[src/rtl/ks_pkg.sv]
// Shared definitions for the Kogge-Stone adder issue/collect slice: default widths,
// adder latency and the result record carried from adder to consumer.
package ks_pkg;
  localparam int KS_FBW   = 32;
  localparam int KS_LAT   = 2;
  localparam int KS_DEPTH = 4;

  typedef struct packed {
    logic [KS_FBW-1:0] sum;
    logic              cout;
  } ks_res_t;
endpackage

[src/rtl/ks_res_fifo.sv]
// Result FIFO: DEPTH entries of type T, power-of-2 depth, wrapping pointers.
// Storage is not reset; the read port shows zero whenever the FIFO is empty.
module ks_res_fifo
  import ks_pkg::*;
#(
  parameter type T     = ks_res_t,
  parameter int  DEPTH = KS_DEPTH,
  localparam int AW    = $clog2(DEPTH),
  localparam int CW    = $clog2(DEPTH + 1)
) (
  input  logic          CLK,
  input  logic          RESETn,
  input  logic          push,
  input  T              wr_data,
  input  logic          pop,
  output T              rd_data,
  output logic [CW-1:0] count,
  output logic          full,
  output logic          empty
);

  T              mem [DEPTH];
  logic [AW-1:0] wr_ptr;
  logic [AW-1:0] rd_ptr;
  logic          do_pop;

  assign empty   = (count == '0);
  assign full    = (count == CW'(DEPTH));
  assign do_pop  = pop & ~empty;
  assign rd_data = empty ? '0 : mem[rd_ptr];

  always_ff @(posedge CLK or negedge RESETn) begin
    if (!RESETn) begin
      wr_ptr <= '0;
      rd_ptr <= '0;
      count  <= '0;
    end else begin
      if (push)   wr_ptr <= wr_ptr + AW'(1);
      if (do_pop) rd_ptr <= rd_ptr + AW'(1);
      case ({push, do_pop})
        2'b10:   count <= count + CW'(1);
        2'b01:   count <= count - CW'(1);
        default: count <= count;
      endcase
    end
  end

  always_ff @(posedge CLK) begin
    if (push) mem[wr_ptr] <= wr_data;
  end

endmodule

[src/rtl/ks_add_issue_ctrl.sv]
// Issue/collect stage for the pipelined Kogge-Stone adder with credit-based issue.
// Optional KS_ISSUE_STATS_EN adds saturating issue/stall counters.
module ks_add_issue_ctrl
  import ks_pkg::*;
#(
  parameter int FBW   = KS_FBW,
  parameter int LAT   = KS_LAT,
  parameter int DEPTH = KS_DEPTH
) (
  input  logic           CLK,
  input  logic           RESETn,
  input  logic           in_valid,
  output logic           in_ready,
  input  logic [FBW-1:0] in_a,
  input  logic [FBW-1:0] in_b,
  input  logic           in_cin,
  output logic [FBW-1:0] add_a,
  output logic [FBW-1:0] add_b,
  output logic           add_cin,
  input  logic [FBW-1:0] add_sum,
  input  logic           add_cout,
  output logic           out_valid,
  input  logic           out_ready,
  output logic [FBW-1:0] out_sum,
  output logic           out_cout
`ifdef KS_ISSUE_STATS_EN
  ,
  output logic [31:0]    stat_issued,
  output logic [31:0]    stat_stall
`endif
);

  localparam int CW = $clog2(DEPTH + 1);
  localparam int OW = $clog2(2 * DEPTH + 1);

  typedef struct packed {
    logic [FBW-1:0] sum;
    logic           cout;
  } res_t;

  logic           issue;
  logic           push;
  logic           pop;
  logic [LAT:1]   vld;
  logic [CW-1:0]  fifo_count;
  logic           fifo_full;
  logic           fifo_empty;
  logic [OW-1:0]  occ;
  res_t           wr_res;
  res_t           rd_res;

  // Credit: every op in the adder already owns a FIFO slot, so in_ready is purely registered state.
  always_comb begin
    occ = OW'(fifo_count);
    for (int k = 1; k <= LAT; k++) occ = occ + OW'(vld[k]);
  end

  assign in_ready = (occ < OW'(DEPTH));
  assign issue    = in_valid & in_ready;
  assign add_a    = issue ? in_a   : '0;
  assign add_b    = issue ? in_b   : '0;
  assign add_cin  = issue ? in_cin : 1'b0;

  always_ff @(posedge CLK or negedge RESETn) begin
    if (!RESETn) begin
      vld <= '0;
    end else begin
      vld[1] <= issue;
      for (int k = 2; k <= LAT; k++) vld[k] <= vld[k-1];
    end
  end

  // Adder output boundary: result captured the cycle it leaves the last adder stage.
  assign push   = vld[LAT];
  assign wr_res = '{sum: add_sum, cout: add_cout};
  assign pop    = out_valid & out_ready;

  ks_res_fifo #(
    .T     (res_t),
    .DEPTH (DEPTH)
  ) u_fifo (
    .CLK     (CLK),
    .RESETn  (RESETn),
    .push    (push),
    .wr_data (wr_res),
    .pop     (pop),
    .rd_data (rd_res),
    .count   (fifo_count),
    .full    (fifo_full),
    .empty   (fifo_empty)
  );

  assign out_valid = ~fifo_empty;
  assign out_sum   = rd_res.sum;
  assign out_cout  = rd_res.cout;

  a_no_push_full : assert property (@(posedge CLK) disable iff (!RESETn) !(push && fifo_full));

`ifdef KS_ISSUE_STATS_EN
  function automatic logic [31:0] sat_inc(input logic [31:0] v);
    return (v == 32'hFFFF_FFFF) ? v : v + 32'd1;
  endfunction

  always_ff @(posedge CLK or negedge RESETn) begin
    if (!RESETn) begin
      stat_issued <= '0;
      stat_stall  <= '0;
    end else begin
      if (issue)                 stat_issued <= sat_inc(stat_issued);
      if (in_valid && !in_ready) stat_stall  <= sat_inc(stat_stall);
    end
  end
`endif

endmodule
[config.mk]
export PLATFORM = sky130hd
export DESIGN_NAME = ks_add_issue_ctrl
export DESIGN_NICKNAME = d
export VERILOG_FILES = /design/src/rtl/ks_pkg.sv /design/src/rtl/ks_res_fifo.sv /design/src/rtl/ks_add_issue_ctrl.sv
export SDC_FILE = /design/constraint.sdc
export NUM_CORES = 1
export LEC_CHECK = 0
export ABC_AREA = 1
export CAP_MARGIN = 10
export CORE_MARGIN = 2
export CORE_UTILIZATION = 48
export CTS_CLUSTER_SIZE = 10
export DETAILED_ROUTE_END_ITERATION = 10
export PLACE_DENSITY = 0.81
export SLEW_MARGIN = 20
export SYNTH_ARGS = -nofsm -noshare
export SYNTH_HDL_FRONTEND = slang
export SYNTH_SLANG_ARGS = --single-unit
[constraint.sdc]
create_clock -name CLK -period 1.9 [get_ports CLK]
set_input_delay 0.38 -clock CLK [delete_from_list [all_inputs] [get_ports CLK]]
set_output_delay 0.38 -clock CLK [all_outputs]
set_load 0.02 [all_outputs]
==> results.py <==
metrics = {
    "outcome": {
        "status": "finished, violations left",
        "violations": "setup timing",
    },
    "routing": {
        "wl_per_cell_um": 15.6,
        "drc": 0,
        "drt-vias-per-instance": 4.65,
        "routed_wl_um": 18200,
        "vias": 5420,
        "drt_iter0_markers": 476,
        "drtAntennaViolNets": 0,
        "drt_pass1_iterations": 5,
    },
    "timing": {
        "period_needed_ns": 2.25,
        "slew_viol_final": 0,
        "hold_violations": 0,
        "fin_hold_ws_ns": 0.268,
        "fmax_mhz": 444,
        "setup_viol": 102,
        "grt_setup_unrepaired": "yes",
        "tns_ns": -26.37,
        "finalWorstSetupSlack_ns": -0.353,
        "tightest_slew_ns": 0.549,
        "fin_crit_sh_pct": 119,
        "finalClockSkew_ns": 0.00647,
        "relSlewSlack_pct": 63.2,
    },
    "critical_path": {
        "path_common_cell": "nand2_1",
        "crit_type": "register to output port",
        "reg2reg_depth": 13,
        "arrival_ns": 1.87,
        "critPathSlowestCell": "dfrtp_1",
        "critPathMaxStageDelay_ns": 0.38,
        "path_buf_inv": 2,
        "critical_path_depth": 8,
        "crit_required_ns": 1.52,
        "crit_chain": "ha_1, nand2_1, nand2_1, nand2_2, nand2_4, buf_12, nor2_2, buf_6",
        "path_max_fanout": 17,
        "end_kind": "output port",
        "path_delay_family": "simple AND/OR/NAND/NOR gates",
        "start_kind": "register",
    },
    "layout": {
        "final_util_pct": 74.8,
        "area_growth_syn_to_layout_pct": 52.5,
        "drive_gt1_share_pct": 31.0,
        "antenna_cells": 0,
        "stdcell_area_um2": 10400,
        "fin_nets": 1081,
        "fillers": 922,
    },
    "yosys": {
        "synth_cells": 722,
        "syn_area_um2": 6810,
        "syn_nets": 831,
        "yosysWarnings": 0,
        "syn_area_per_cell_um2": 9.43,
        "synthDistinctLibCells": 21,
        "synth_seq_cells": 141,
        "synth-seq-area-share_pct": 61.5,
    },
    "place": {
        "place_area_um2": 9170,
        "hpwl_um": 11400,
        "io_buffers": 201,
        "place_congestion": 0.736,
    },
    "power_and_ir_drop": {
        "power_w": 0.0165,
        "power.density_nw_per_um2": 1590,
        "p_leak_nw": 4.88,
        "ir_drop_uv": 947,
    },
    "cts": {
        "clock_sinks": 141,
        "htreeDepth": 4,
        "cts_tree": "built",
        "cts_buffers": 17,
        "cts_hold_buf": 0,
        "clk_transition_reported_paths_ns": 0.06,
        "clkLatencyLatePin_ns": 0.42,
        "root_buffer": "clkbuf_16",
        "clockBufferDepth": 2,
    },
    "floorplanning": {
        "core-area_um2": 13900,
        "num_io_pins": 202,
        "die_h_um": 123,
        "initial_core_util_pct": 49.0,
        "placementRows": 43,
        "die_area_um2": 15100,
        "dieWidth_um": 123,
    },
    "grt": {
        "grt_pass1_vias": 5267,
        "grt_pass1_wl_um": 25200,
        "grt_max_degree": 31,
        "overflow": 0,
        "grt_antenna_before_repair": 0,
        "grtUsageTotal_pct": 22.4,
    },
    "job": {
        "cap_viol_max_count": 0,
    },
    "min_path": {
        "hp-class": "input pin to asynchronous set/reset pin",
    },
}
layout make-up:
| class | instances | area, um^2 | share of cell area, % |
|---|---|---|---|
| clock buffer | 18 | 429 | 4.14 |
| inverter | 215 | 825 | 7.94 |
| tap | 180 | 225 | 2.17 |
| multi-input combinational | 333 | 1870 | 18.0 |
| sequential | 141 | 4190 | 40.4 |
| clock inverter | 14 | 119 | 1.15 |
| timing repair buffer | 264 | 2730 | 26.3 |
per-layer routing:
layer | vias to the layer above | share of wire, % | global-route usage, %
met5 | - | 0 | 0
met4 | 0 | 1.4 | 9.52
met3 | 24 | 4.2 | 4.20
met2 | 156 | 56 | 39.5
met1 | 2556 | 39 | 26.8
li1 | 2684 | - | -
worst reg2reg max path, cell delays in order, from the launching register on:
cell and delay, ns:
dfrtp_1 0.38, buf_4 0.14, buf_6 0.11, inv_4 0.06, nand3_4 0.10, buf_4 0.16, buf_6 0.11, buf_6 0.12
nand2_4 0.06, inv_2 0.05, ha_4 0.16, inv_4 0.06, fa_2 0.42, o21ai_1 0.12
synthesized netlist by cell type:
| cell | number | share of area [%] |
|---|---|---|
| xor2_1 | 1 | 0.13 |
| buf_8 | 3 | 0.66 |
| xnor2_1 | 2 | 0.26 |
| nor2_2 | 39 | 3.6 |
| nand2_2 | 2 | 0.18 |
| nand3_1 | 69 | 5.1 |
| inv_2 | 2 | 0.11 |
| clkbuf_1 | 7 | 0.39 |
| fa_1 | 1 | 0.29 |
| buf_2 | 12 | 0.88 |
| nand2_1 | 149 | 8.2 |
| dfrtp_1 | 9 | 3.3 |
| edfxtp_1 | 132 | 58 |
| ha_1 | 6 | 1.1 |
| buf_4 | 4 | 0.44 |
| nor2_1 | 27 | 1.5 |
| o21ai_0 | 3 | 0.22 |
| nand4_1 | 1 | 0.092 |
| buf_6 | 7 | 1.2 |
| inv_1 | 213 | 12 |
| a21oi_1 | 33 | 2.4 |
final timing paths:
check / slack, ns / endpoint / start
min in group CLK: 0.38 / vld[2] / vld[1]
max reg2reg: -0.20 / u_fifo.count[1] / u_fifo.count[0]
max: -0.35 / add_a[18] / u_fifo.count[0]
min: 0.27 / vld[2] / RESETn
max in group asynchronous: 1.30 / u_fifo.rd_ptr[0] / RESETn
min reg2reg: 0.38 / vld[2] / vld[1]
layout by cell type, fill, tap and decap left out, types with 21 or more instances in the layout:
cell and count:
nand2_1 134, clkdlybuf4s50_1 101, edfxtp_1 132, inv_1 204, buf_4 69, clkbuf_16 22, nand3_1 59, nor2_2 50
a21oi_2 21, buf_6 71
logic make-up (layout without fill, tap and decap cells):
kind of cell	Yosys count	after routing	synth area share [%]
simple gates	287	287	18.6
buf+inv	248	511	15.4
flops	141	141	61.5
compound gates	36	36	2.65
fa+ha+maj	7	7	1.40
xor+xnor	3	3	0.386
power by group:
part | internal, W | switching [W]
Sequential | 0.00410 | 0.000196
Combinational | 0.00403 | 0.00513
Clock | 0.00180 | 0.00125
stage by stage:
stage,cells,setup slack (ns)
2_1_floorplan,722,0.0454
3_3_place_gp,1107,-0.348
3_5_place_dp,1107,-0.373
4_1_cts,1142,-0.338
5_1_grt,1165,-0.444
6_report,1165,-0.353
registers in the layout, indices dropped and copies added (netlist names):
| signal | count |
|---|---|
| u_fifo.mem | 132 |
| u_fifo.count | 3 |
| u_fifo.rd_ptr | 2 |
| u_fifo.wr_ptr | 2 |
| vld | 2 |
repair_timing:
action / 4_1_cts / 5_1_grt
resized for setup: 478 / 190
setup buffers: 2 / 19
cloned: 1 / 5
endpoints found under the setup margin: 101 / 102
pin swaps: 1 / 17
endpoints found under the hold margin: 0 / 0
No activity file was read; power rests on OpenSTA's default activity.
